[src/rtl/press_display_pkg.sv]
// rtl/press_display_pkg.sv - shared types, segment codes and defaults for the press counter display
package press_display_pkg;

    typedef logic [3:0] bcd_t;

    localparam int DEF_REFRESH_DIV = 100000;
    localparam int DEF_SYNC_STAGES = 2;

    // Active-low {g,f,e,d,c,b,a}
    localparam logic [6:0] SEG_0     = 7'h40;
    localparam logic [6:0] SEG_1     = 7'h79;
    localparam logic [6:0] SEG_2     = 7'h24;
    localparam logic [6:0] SEG_3     = 7'h30;
    localparam logic [6:0] SEG_4     = 7'h19;
    localparam logic [6:0] SEG_5     = 7'h12;
    localparam logic [6:0] SEG_6     = 7'h02;
    localparam logic [6:0] SEG_7     = 7'h78;
    localparam logic [6:0] SEG_8     = 7'h00;
    localparam logic [6:0] SEG_9     = 7'h10;
    localparam logic [6:0] SEG_BLANK = 7'h7F;

    function automatic logic [6:0] seg7_encode(input bcd_t digit);
        case (digit)
            4'd0:    return SEG_0;
            4'd1:    return SEG_1;
            4'd2:    return SEG_2;
            4'd3:    return SEG_3;
            4'd4:    return SEG_4;
            4'd5:    return SEG_5;
            4'd6:    return SEG_6;
            4'd7:    return SEG_7;
            4'd8:    return SEG_8;
            4'd9:    return SEG_9;
            default: return SEG_BLANK;
        endcase
    endfunction

endpackage

[src/rtl/bcd_to_seg7.sv]
// rtl/bcd_to_seg7.sv - combinational BCD digit to active-low 7-segment decoder with blank override
module bcd_to_seg7
    import press_display_pkg::*;
(
    input  bcd_t       i_digit,
    input  logic       i_blank,
    output logic [6:0] o_seg
);

    always_comb begin
        o_seg = i_blank ? SEG_BLANK : seg7_encode(i_digit);
    end

endmodule

[src/rtl/press_count_display.sv]
// rtl/press_count_display.sv - BCD press counter with multiplexed 7-seg scan; LEADING_ZERO_BLANK_EN blanks leading zeros
module press_count_display
    import press_display_pkg::*;
#(
    parameter int DIGITS      = 4,
    parameter int REFRESH_DIV = DEF_REFRESH_DIV,
    parameter int SYNC_STAGES = DEF_SYNC_STAGES
) (
    input  logic                  clk_i,
    input  logic                  rst_ni,
    input  logic                  press_i,
    input  logic                  clr_i,
    output logic [4*DIGITS-1:0]   count_o,
    output logic                  ovf_o,
    output logic [DIGITS-1:0]     an_o,
    output logic [6:0]            seg_o,
    output logic                  dp_o
);

    localparam int IDX_W = (DIGITS > 1) ? $clog2(DIGITS) : 1;
    localparam int REF_W = $clog2(REFRESH_DIV);
    localparam logic [REF_W-1:0] REF_LAST = REF_W'(REFRESH_DIV - 1);
    localparam logic [IDX_W-1:0] IDX_LAST = IDX_W'(DIGITS - 1);

    logic [SYNC_STAGES-1:0] r_sync;
    logic                   r_sync_d;
    logic                   w_inc;
    logic [4*DIGITS-1:0]    r_count;
    logic                   r_ovf;
    logic [4*DIGITS-1:0]    w_count_next;
    logic                   w_carry;
    logic [REF_W-1:0]       r_refresh;
    logic [IDX_W-1:0]       r_idx;
    logic [DIGITS-1:0]      r_an;
    logic [6:0]             r_seg;
    logic [DIGITS-1:0]      w_an_next;
    bcd_t                   w_digit;
    logic                   w_blank;
    logic [6:0]             w_seg;

    always_ff @(posedge clk_i) begin
        if (!rst_ni) begin
            r_sync   <= '0;
            r_sync_d <= 1'b0;
        end else begin
            r_sync   <= {r_sync[SYNC_STAGES-2:0], press_i};
            r_sync_d <= r_sync[SYNC_STAGES-1];
        end
    end

    assign w_inc = r_sync[SYNC_STAGES-1] & ~r_sync_d;

    // Carry ripples upward only through digits sitting at 9; carry-out is the wrap.
    always_comb begin
        w_carry      = w_inc;
        w_count_next = r_count;
        for (int i = 0; i < DIGITS; i++) begin
            if (w_carry) begin
                if (r_count[4*i +: 4] == 4'd9) begin
                    w_count_next[4*i +: 4] = 4'd0;
                end else begin
                    w_count_next[4*i +: 4] = r_count[4*i +: 4] + 4'd1;
                    w_carry                = 1'b0;
                end
            end
        end
    end

    always_ff @(posedge clk_i) begin
        if (!rst_ni || clr_i) begin
            r_count <= '0;
            r_ovf   <= 1'b0;
        end else if (w_inc) begin
            r_count <= w_count_next;
            if (w_carry) r_ovf <= 1'b1;
        end
    end

    always_ff @(posedge clk_i) begin
        if (!rst_ni) begin
            r_refresh <= '0;
            r_idx     <= '0;
        end else if (r_refresh == REF_LAST) begin
            r_refresh <= '0;
            r_idx     <= (r_idx == IDX_LAST) ? '0 : r_idx + 1'b1;
        end else begin
            r_refresh <= r_refresh + 1'b1;
        end
    end

`ifdef LEADING_ZERO_BLANK_EN
    logic [DIGITS-1:0] w_upper_zero;
    logic              w_zero_run;

    always_comb begin
        w_upper_zero = '0;
        w_zero_run   = 1'b1;
        for (int i = DIGITS - 1; i >= 0; i--) begin
            w_zero_run      = w_zero_run & (r_count[4*i +: 4] == 4'd0);
            w_upper_zero[i] = w_zero_run;
        end
    end
`endif

    always_comb begin
        w_digit   = '0;
        w_an_next = '1;
        w_blank   = 1'b0;
        for (int i = 0; i < DIGITS; i++) begin
            if (r_idx == IDX_W'(i)) begin
                w_digit      = r_count[4*i +: 4];
                w_an_next[i] = 1'b0;
`ifdef LEADING_ZERO_BLANK_EN
                w_blank      = (i > 0) && w_upper_zero[i];
`endif
            end
        end
    end

    bcd_to_seg7 u_dec (
        .i_digit (w_digit),
        .i_blank (w_blank),
        .o_seg   (w_seg)
    );

    // Anode and segment registers share one edge so a digit switch never ghosts.
    always_ff @(posedge clk_i) begin
        if (!rst_ni) begin
            r_an  <= '1;
            r_seg <= SEG_BLANK;
        end else begin
            r_an  <= w_an_next;
            r_seg <= w_seg;
        end
    end

    assign count_o = r_count;
    assign ovf_o   = r_ovf;
    assign an_o    = r_an;
    assign seg_o   = r_seg;
    assign dp_o    = 1'b1;

endmodule

[config.mk]
export PLATFORM = sky130hd
export DESIGN_NAME = press_count_display
export DESIGN_NICKNAME = d
export VERILOG_FILES = /design/src/rtl/press_display_pkg.sv /design/src/rtl/bcd_to_seg7.sv /design/src/rtl/press_count_display.sv
export SDC_FILE = /design/constraint.sdc
export NUM_CORES = 1
export LEC_CHECK = 0
export BUFFER_PORTS_ARGS = -buffer_cell sky130_fd_sc_hd__buf_2
export CORE_MARGIN = 2
export CORE_UTILIZATION = 50
export CTS_CLUSTER_SIZE = 30
export DETAILED_ROUTE_END_ITERATION = 12
export HOLD_SLACK_MARGIN = 0.06
export PLACE_DENSITY = 0.73
export SETUP_SLACK_MARGIN = 0.1
export SYNTH_ARGS = -nofsm -noshare
export SYNTH_HDL_FRONTEND = slang
export SYNTH_HIERARCHICAL = 1
export SYNTH_SLANG_ARGS = --single-unit
[constraint.sdc]
create_clock -name clk_i -period 2.35 [get_ports clk_i]
set_clock_uncertainty 0.1 [all_clocks]
set_input_delay 0.3525 -clock clk_i [delete_from_list [all_inputs] [get_ports clk_i]]
set_output_delay 0.3525 -clock clk_i [all_outputs]
set_load 0.01 [all_outputs]
[Word level (Yosys, flattened, before mapping)]
Memory sizes are Yosys's and may differ from the RTL's. A register that Yosys moved wholly into a read port is not among the register bits.
Cells that the tools add are included.
Storage, ports and cells
  output and inout bits: 29
  register bits: 43
  word-level logic and storage cells: 58
  ROM bits: 112
  memories: 1
  input bits: 4
Memories
  (name not given): words 16, bits a word 7, rd ports 1, clocked after memory_dff 1, write ports 0, line press_display_pkg.sv:23  | case (digit)
Cells by class
  muxes and demuxes: 21
  add/sub/neg operators: 6
  reduce and logical (&&, ||, !) cells: 9
  eq/ne operators: 8
  bitwise operators: 3
Operators with widths (number)
  4-bit two-way mux: 8
  17-bit by 1-bit adder with 17-bit output, second input constant: 1
  17-bit equality test, second input constant: 1
  4-bit by 1-bit adder with 4-bit output, second input constant: 4
  4-bit equality test, second input constant: 4
  1-bit two-way mux: 12
  2-bit AND reduction: 4
  2-bit equality test, second input constant: 2
  2-bit by 1-bit adder with 2-bit output, second input constant: 1
  2-bit by 1-bit equality test with 1-bit output, second input constant: 1
  1-bit zero test: 2
  2-bit zero test: 1
  2-bit two-way mux: 1
  1-bit inverter: 2
  2-bit OR reduction: 1
  1-bit AND: 1
  1-bit logical OR: 1

[Longest topological paths before layout]
Gate-level depths: netlist of the first run.
  depth in word-level cells: 7
  depth in mapped cells: 12
  depth with buffers taken out: 12

[Modules after synthesis]
The synthesis of the first run kept the hierarchy.
By module, submodules not included
  press_count_display: area each 2303.5 um^2, times used 1, seq. area each 1001.0 um^2, cells an instance 261
  bcd_to_seg7: area each 235.2 um^2, times used 1, seq. area each 0.0 um^2, cells an instance 33

[Worst setup path before layout of the first run]
Ideal clock, no wire load.
  path type: register to register
  from: reg r_idx[1]
  to: reg r_seg[3] (netlist: seg_o[3])
  setup time: 125 ps
  required time: 2125 ps
  path slack: -60 ps
  arrival time: 2185 ps
  stages on the path, launching flop included: 12
  period minus slack after synthesis: 2410 ps
  path buffers: 0
  path through: dfxtp_1 -> inv_1 -> ha_1 -> nand3b_1 -> a21oi_1 -> a21oi_1 -> o21ai_0 -> inv_1 -> ha_1 -> nor3b_2 -> a21oi_1 -> nand2b_1
Between the ends
  word-level cells in the longest chain between the ends: 5
  elaborated cells on any way between the ends: 8
  those cells by class: eq/ne: 3; mux: 4; reduce/logical: 1
Ends and longest elaborated chain
  start, declared: line press_count_display.sv:33  | logic [IDX_W-1:0] r_idx;
  start signal, assigned: line press_count_display.sv:85  | r_idx <= (r_idx == IDX_LAST) ? '0 : r_idx + 1'b1;
  2-bit zero test: line press_count_display.sv:110  | if (r_idx == IDX_W'(i)) begin
  4-bit two-way mux (3 in series): line press_count_display.sv:110
  4-bit two-way mux (*): line press_count_display.sv:110
  via w_digit[1]: line press_count_display.sv:37  | bcd_t w_digit;
  end, declared: line press_count_display.sv:35  | logic [6:0] r_seg;
The timed path passes the listed nets; every way through them passes the cells marked *.
A chain may end at the register's enable or synchronous reset.

[Worst setup path after layout of the first run]
  from: reg r_idx[1]
  to: reg r_seg[2] (netlist: seg_o[2])
Same word-level chain as after synthesis.

==> results of run 1 <==
-- flip-flops by register name (all words and copies together), names as in the netlist --
name,flops
an_o,4
count_o,16
ovf_o,1
r_idx,2
r_refresh,17
r_sync,2
r_sync_d,1
seg_o,7
-- metrics by stage --
step / cells / utilization / instance area, sq um
2_1_floorplan: 300 / - / 2560
3_3_place_gp: 396 / 0.584 / 2810
3_5_place_dp: 396 / 0.584 / 2810
4_1_cts: 404 / 0.608 / 2930
5_1_grt: 406 / 0.627 / 3020
6_report: 406 / 0.627 / 3020
-- metal layers --
| layer | up-vias | track usage | part of all wire |
|---|---|---|---|
| li1 | 1104 | - | - |
| met1 | 1056 | 0.247 | 0.46 |
| met2 | 36 | 0.329 | 0.50 |
| met3 | 4 | 0.0415 | 0.033 |
| met4 | 0 | 0.0643 | 0.0072 |
| met5 | - | 0 | 0 |
-- worst reg2reg max path, delay by kind of cell, from the launching register on --
| kind | cells | cell delay, ns |
|---|---|---|
| AOI/OAI and AO/OA | 4 | 0.47 |
| adders and majority gates | 2 | 0.34 |
| buffers and inverters | 3 | 0.38 |
| DFF | 1 | 0.37 |
| and+or+nand+nor | 4 | 0.39 |
-- final cells by class --
| class | instances | area share |
|---|---|---|
| clock inverters | 3 | 0.0149 |
| well taps | 67 | 0.0278 |
| clock buffers | 5 | 0.0228 |
| flip-flops and latches | 50 | 0.333 |
| multi-input cells | 229 | 0.510 |
| repair buffers | 43 | 0.0804 |
| inverters | 9 | 0.0112 |
-- worst max-delay path by stage --
stage               endpoint  slack, ns
global placement    seg_o[0]       0.18
detailed placement  seg_o[0]       0.10
global route        seg_o[2]       0.05
floorplan           seg_o[3]        0.1
finish              seg_o[2]       0.19
CTS                 seg_o[4]       0.10
-- power by group through the flow --
| stage | sequential, mW | combinational [mW] | clock (mW) |
|---|---|---|---|
| final | 0.868 | 0.0631 | 0.609 |
| after global routing | 0.869 | 0.0720 | 0.654 |
| after CTS | 0.869 | 0.0614 | 0.621 |
| after detailed placement | 0.889 | 0.0612 | 0 |
| after global placement | 0.889 | 0.0612 | 0 |
| after floorplan | 0.891 | 0.0382 | 0 |
-- logic make-up after synthesis --
kind of cell | Yosys count | synth area share
adder cells (fa/ha/maj) | 10 | 0.0493
AND/OR/NAND/NOR | 142 | 0.334
AO/OA/AOI/OAI | 48 | 0.107
XOR/XNOR | 18 | 0.0621
flip-flops | 50 | 0.394
buffers and inverters | 21 | 0.0384
multiplexers | 3 | 0.0118
other | 2 | 0.00296
-- placed cells by master (no fill, tap or decap), types with 5 or more instances in the layout --
master,instances
and2_1,6
nand2_1,27
ha_1,5
nand4_1,9
conb_1,8
nor2b_1,7
and3_1,6
buf_2,31
inv_1,6
clkbuf_8,5
buf_4,11
nor2_1,23
or3_1,5
nand2b_1,13
nand3_1,9
xor2_1,9
a21oi_1,21
dfxtp_1,48
xnor2_1,9
nand3b_1,6
o21ai_0,11
-- timing repair --
item	in CTS	in global routing
pin swaps	1	6
resized for setup	1	19
endpoints found under the setup margin	4	7
setup buffers	0	2
==> results.md, run 1 <==
* GR Overflow Total at 0
* Via-to-Cell Ratio at 5.42
* CP arrival at 2.26 ns
* Clk pwr share at 0.395
* Outcome: complete, no violations
* Combinational share of power at 0.041
* Commonest cells in the netlist: 50 x dfxtp_1, 27 x nand2_1, 23 x a21oi_1, 23 x nor2_1
* PwrDens at 510 nW/um^2
* Hold path depth at 2
* Hold Crit Start: press_i
* Reg-to-reg endpoint: seg_o[2]
* Tmin final at 2.16 ns
* Die width at 75.3 um
* Post-Synthesis Cells at 294
* Critical Path End Type: flop
* Sw Ratio at 0.219
* Crit path max-delay cell type: dfxtp_2
* Crit Path Max Fanout at 6
* Unrepaired setup endpoints after global routing: true
* Final Max Slew Viols at 0
* # IOs at 33
* Die Y at 75.3 um
* Post-synth top area share at 0.394
* # H-tree levels at 2
* Routed wire length at 5.29 mm
* Final WS setup at 0.190 ns
* Initial Util at 0.527
* Ys Warns at 6
* Total GRT Usage at 0.195
* CTS root buf: clkbuf_8
* Maxcap violations at 0
* VDD IR max at 0.301 mV
* NumNets Final at 352
* P_leak at 1.18 nW
* TritonCTS clock tree: yes
* Fin. Hold Viols at 0
* Unique cell type count in the Yosys netlist at 51
* Starting DRC count in detailed routing at 99
* Total Die Area at 5660 sq um
* CP Launch Type: flop
* Worst Path Required at 2.45 ns
* Sw power at 0.337 mW
* Worst R2R Path Depth at 13
* Setup violators final at 0
* Core area at 4820 sq um
* Hold endpoint: r_sync[0]
* DR WL/cell at 13.0 um
* Sequential share of power at 0.564
* Hold WC Path Type: in2reg
* Flop2flop setup slack at 0.19 ns
* Largest net degree at the start of global routing at 22
* Area of the multi-input gates at 1540 sq um
* Worst-path clk slew at 0.09 ns
* Fin Hold WS at 0.162 ns
* Area Overhead vs Synth at 18.9%
* DRT Pass-1 Iters at 4
* Ratio of cells with drive above 1 in the final layout at 0.218
* Routed Antenna Nets at 0
* Post-synth EDFFs at 0
* DP HPWL at 3.62 mm
* PortBufs at 31
* Hold-fix buffers, CTS at 0
* Sequential Area at 1010 sq um
* R2r startpoint: r_idx[1]
* Crit path kind: reg2reg
* Synth area leader: dfxtp_1
* Top FF cell, synth: dfxtp_1
* Power Internal at 1.20 mW
* Critical path's top delay family: compound AO/OA/AOI/OAI gates
* Vias in the first global route at 1983
* Most frequent cell after synthesis: dfxtp_1
* Sequential share of the synthesized area at 0.394
* Bufs and invs on worst path at 3
* Clk buf depth at 2
* Setup TNS at 0 ns
* DRC at 0
* Cell area after synthesis at 2540 sq um
* CP cell instances: inv_2 -> ha_4 -> clkbuf_2 -> nand2_1 -> a21oi_1 -> a21oi_1 -> o21ai_2 -> buf_4 -> ha_4 -> nor2b_1 -> o22ai_1 -> nand2b_1 -> nand2b_1
* Most area-consuming cells after synthesis: dfxtp_1 39%, ha_1 4.9%, a21oi_1 4.5%
* Setup slack at placement at 0.104 ns
* Fraction of registers with async set/reset at 0
* Via count at 2200
* Worst-skew pair later-pin latency at 0.31 ns
* Antenna diode count at 0
* CP Depth at 13
* Upper clock frequency limit at 463 MHz
* Row Count at 25
* Period utilization at 0.919
* GPL Wtd Cong at 0.823
* Fill cells at 422
* Clock Sinks at 50
* Largest stage delay, worst path at 0.37 ns
* Initial antenna violation count at 0
* First-pass GRT wire length at 8.57 mm
* Yosys reg bits at 50
* Avg Cell Area, Syn at 8.63 sq um
* CTS buffer count at 5
* Worst setup path startpoint: r_idx[1]
* Pwr Total at 1.54 mW
(Power assumes the default switching activity.)
==> run 2, diff against run 1 <==
--- a/config.mk
+++ b/config.mk
@@ -7,11 +7,10 @@
 export LEC_CHECK = 0
 export BUFFER_PORTS_ARGS = -buffer_cell sky130_fd_sc_hd__buf_2
 export CORE_MARGIN = 2
-export CORE_UTILIZATION = 50
+export CORE_UTILIZATION = 40
 export CTS_CLUSTER_SIZE = 30
 export DETAILED_ROUTE_END_ITERATION = 12
 export HOLD_SLACK_MARGIN = 0.06
-export PLACE_DENSITY = 0.73
 export SETUP_SLACK_MARGIN = 0.1
 export SYNTH_ARGS = -nofsm -noshare
 export SYNTH_HDL_FRONTEND = slang
==> constraint.sdc (replaced) <==
create_clock -name clk_i -period 2.35 [get_ports clk_i]
set_clock_uncertainty 0.1 [all_clocks]
set_input_delay 0.3525 -clock clk_i [delete_from_list [all_inputs] [get_ports clk_i]]
set_output_delay 0.3525 -clock clk_i [all_outputs]
set_load 0.1 [all_outputs]
==> run 2 against run 1 <==
  * Cell count rose by 2.0%
  * Fmax rose by 0.43%
  * Wire length fell by 1.7%
  * Critical endpoint is now seg_o[3]
  * Setup slack improved by 0.0093 ns
  * Combinational power rose by 90%
  * Via count fell by 4.5%
  * Hold slack improved by 0.00052 ns
  * Largest power group unchanged
==> results.md, run 2 (synthesized netlist as in run 1, its figures left out) <==
* Crit path kind: reg2reg
* Die Y at 83.7 um
* Max reg flops at 17
* # IOs at 33
* Final Max Slew Viols at 0
* Largest stage delay, worst path at 0.37 ns
* CP arrival at 2.24 ns
* Clk pwr share at 0.338
* Tmin final at 2.15 ns
* Outcome: complete, no violations
* Area Overhead vs Synth at 17.5%
* Worst-path clk slew at 0.09 ns
* Period utilization at 0.915
* Initial antenna violation count at 0
* Routed wire length at 5.20 mm
* Clk buf depth at 2
* DR WL/cell at 12.6 um
* Initial Util at 0.407
* DP HPWL at 3.73 mm
* CTS root buf: clkbuf_8
* Fin. Hold Viols at 0
* Total Die Area at 7000 sq um
* Clock Sinks at 50
* Area of the multi-input gates at 1500 sq um
* DRT Pass-1 Iters at 4
* Core area at 6240 sq um
* Crit path max-delay cell type: dfxtp_4
* Vias in the first global route at 1856
* Sequential share of power at 0.582
* Crit Path Max Fanout at 9
* Bufs and invs on worst path at 2
* Commonest non-fill, non-tap cell in the layout: dfxtp_1
* CP cell instances: inv_2 -> ha_4 -> nand3b_1 -> a21oi_2 -> a21oi_1 -> o21ai_1 -> inv_1 -> ha_1 -> nor3b_2 -> a21oi_1 -> nand2b_1
* Via count at 2100
* Largest net degree at the start of global routing at 20
* # H-tree levels at 2
* Ratio of cells with drive above 1 in the final layout at 0.234
* Fill cells at 638
* DRC at 0
* GPL Wtd Cong at 0.802
* Combinational share of power at 0.081
* PortBufs at 31
* Critical Path End Type: flop
* Sw power at 0.369 mW
* Total GRT Usage at 0.151
* Power Internal at 1.12 mW
* Row Count at 29
* Setup TNS at 0 ns
* Antenna diode count at 0
* VDD IR max at 0.200 mV
* Biggest register: r_refresh
* Most frequent cells in the layout: 34 x dfxtp_1, 31 x buf_2, 27 x nand2_1
* Die width at 83.7 um
* Maxcap violations at 0
* CP Launch Type: flop
* Most used cell, CP: a21oi_1
* Upper clock frequency limit at 465 MHz
* Sw Ratio at 0.248
* P_leak at 1.17 nW
* Via-to-Cell Ratio at 5.07
* Setup violators final at 0
* PwrDens at 499 nW/um^2
* Worst Path Required at 2.44 ns
* GR Overflow Total at 0
* First-pass GRT wire length at 8.83 mm
* Worst-skew pair later-pin latency at 0.30 ns
* Hold WC Path Type: in2reg
* Sequential Area at 1030 sq um
* CTS buffer count at 5
* Critical path's top delay family: adder cells
* Routed Antenna Nets at 0
* Unrepaired setup endpoints after global routing: true
* Dpl cells at 405
* Starting DRC count in detailed routing at 84
* TritonCTS clock tree: yes
* Post-Layout Cell Count at 414
* NumNets Final at 351
-- run 2: cell types whose count changed in the layout (fill, tap and decap cells not counted), moves of 2 or more --
cell / delta
clkinvlp_4: -2
dfxtp_1: -14
dfxtp_2: +12
dfxtp_4: +2
ha_4: -2
inv_1: +2
inv_2: -2
-- run 2: power groups by stage --
stage                     clock network [mW]  logic [mW]  registers (mW)
after detailed placement                   0       0.121           0.887
after CTS                              0.527       0.121           0.867
after floorplan                            0      0.0444           0.937
after global routing                   0.553       0.129           0.868
final                                  0.502       0.120           0.866
after global placement                     0       0.120           0.887
-- run 2: repair_timing --
item / 4_1_cts / 5_1_grt
hold buffers: 0 / 0
pin swaps: 0 / 3
setup buffers: 0 / 2
gates resized for setup: 2 / 11
setup endpoints to repair: 3 / 7
-- run 2: path summary, 6_finish.rpt --
| path | start | endpoint | slack, ns | depth (start not counted) |
|---|---|---|---|---|
| setup reg to reg | r_idx[1] | seg_o[3] | 0.20 | 11 |
| hold reg to reg | r_sync[0] | r_sync[1] | 0.34 | 1 |
| hold / removal | press_i | r_sync[0] | 0.16 | 2 |
| setup / recovery | r_idx[1] | seg_o[3] | 0.20 | 11 |
-- run 2: cell type report --
class | instances | share of cell area
clock buffer | 7 | 0.0289
tap | 77 | 0.0323
timing repair buffer | 42 | 0.0797
inverter | 9 | 0.0113
multi-input combinational | 229 | 0.503
sequential | 50 | 0.345
-- run 2: metal layers --
| layer | vias to the layer above | GRT usage | wire length, um |
|---|---|---|---|
| li1 | 1101 | - | - |
| met2 | 31 | 0.224 | 2280 |
| met4 | 0 | 0.0396 | 55 |
| met1 | 962 | 0.219 | 2680 |
| met5 | - | 0 | 0 |
| met3 | 6 | 0.0366 | 185 |
-- run 2: metrics by stage --
| stage | instance area [sq um] | setup slack [ns] | power, mW | hold WS [ns] | utilization |
|---|---|---|---|---|---|
| 6_report | 2980 | 0.199 | 1.49 | 0.163 | 0.478 |
| 5_1_grt | 2980 | 0.0659 | 1.55 | 0.163 | 0.478 |
| 3_5_place_dp | 2840 | 0.0411 | 1.01 | 0.323 | 0.455 |
| 3_3_place_gp | 2840 | 0.159 | 1.01 | 0.321 | 0.455 |
| 4_1_cts | 2930 | 0.142 | 1.51 | 0.163 | 0.469 |
| 2_1_floorplan | 2580 | 0.0773 | 0.982 | 0.312 | - |
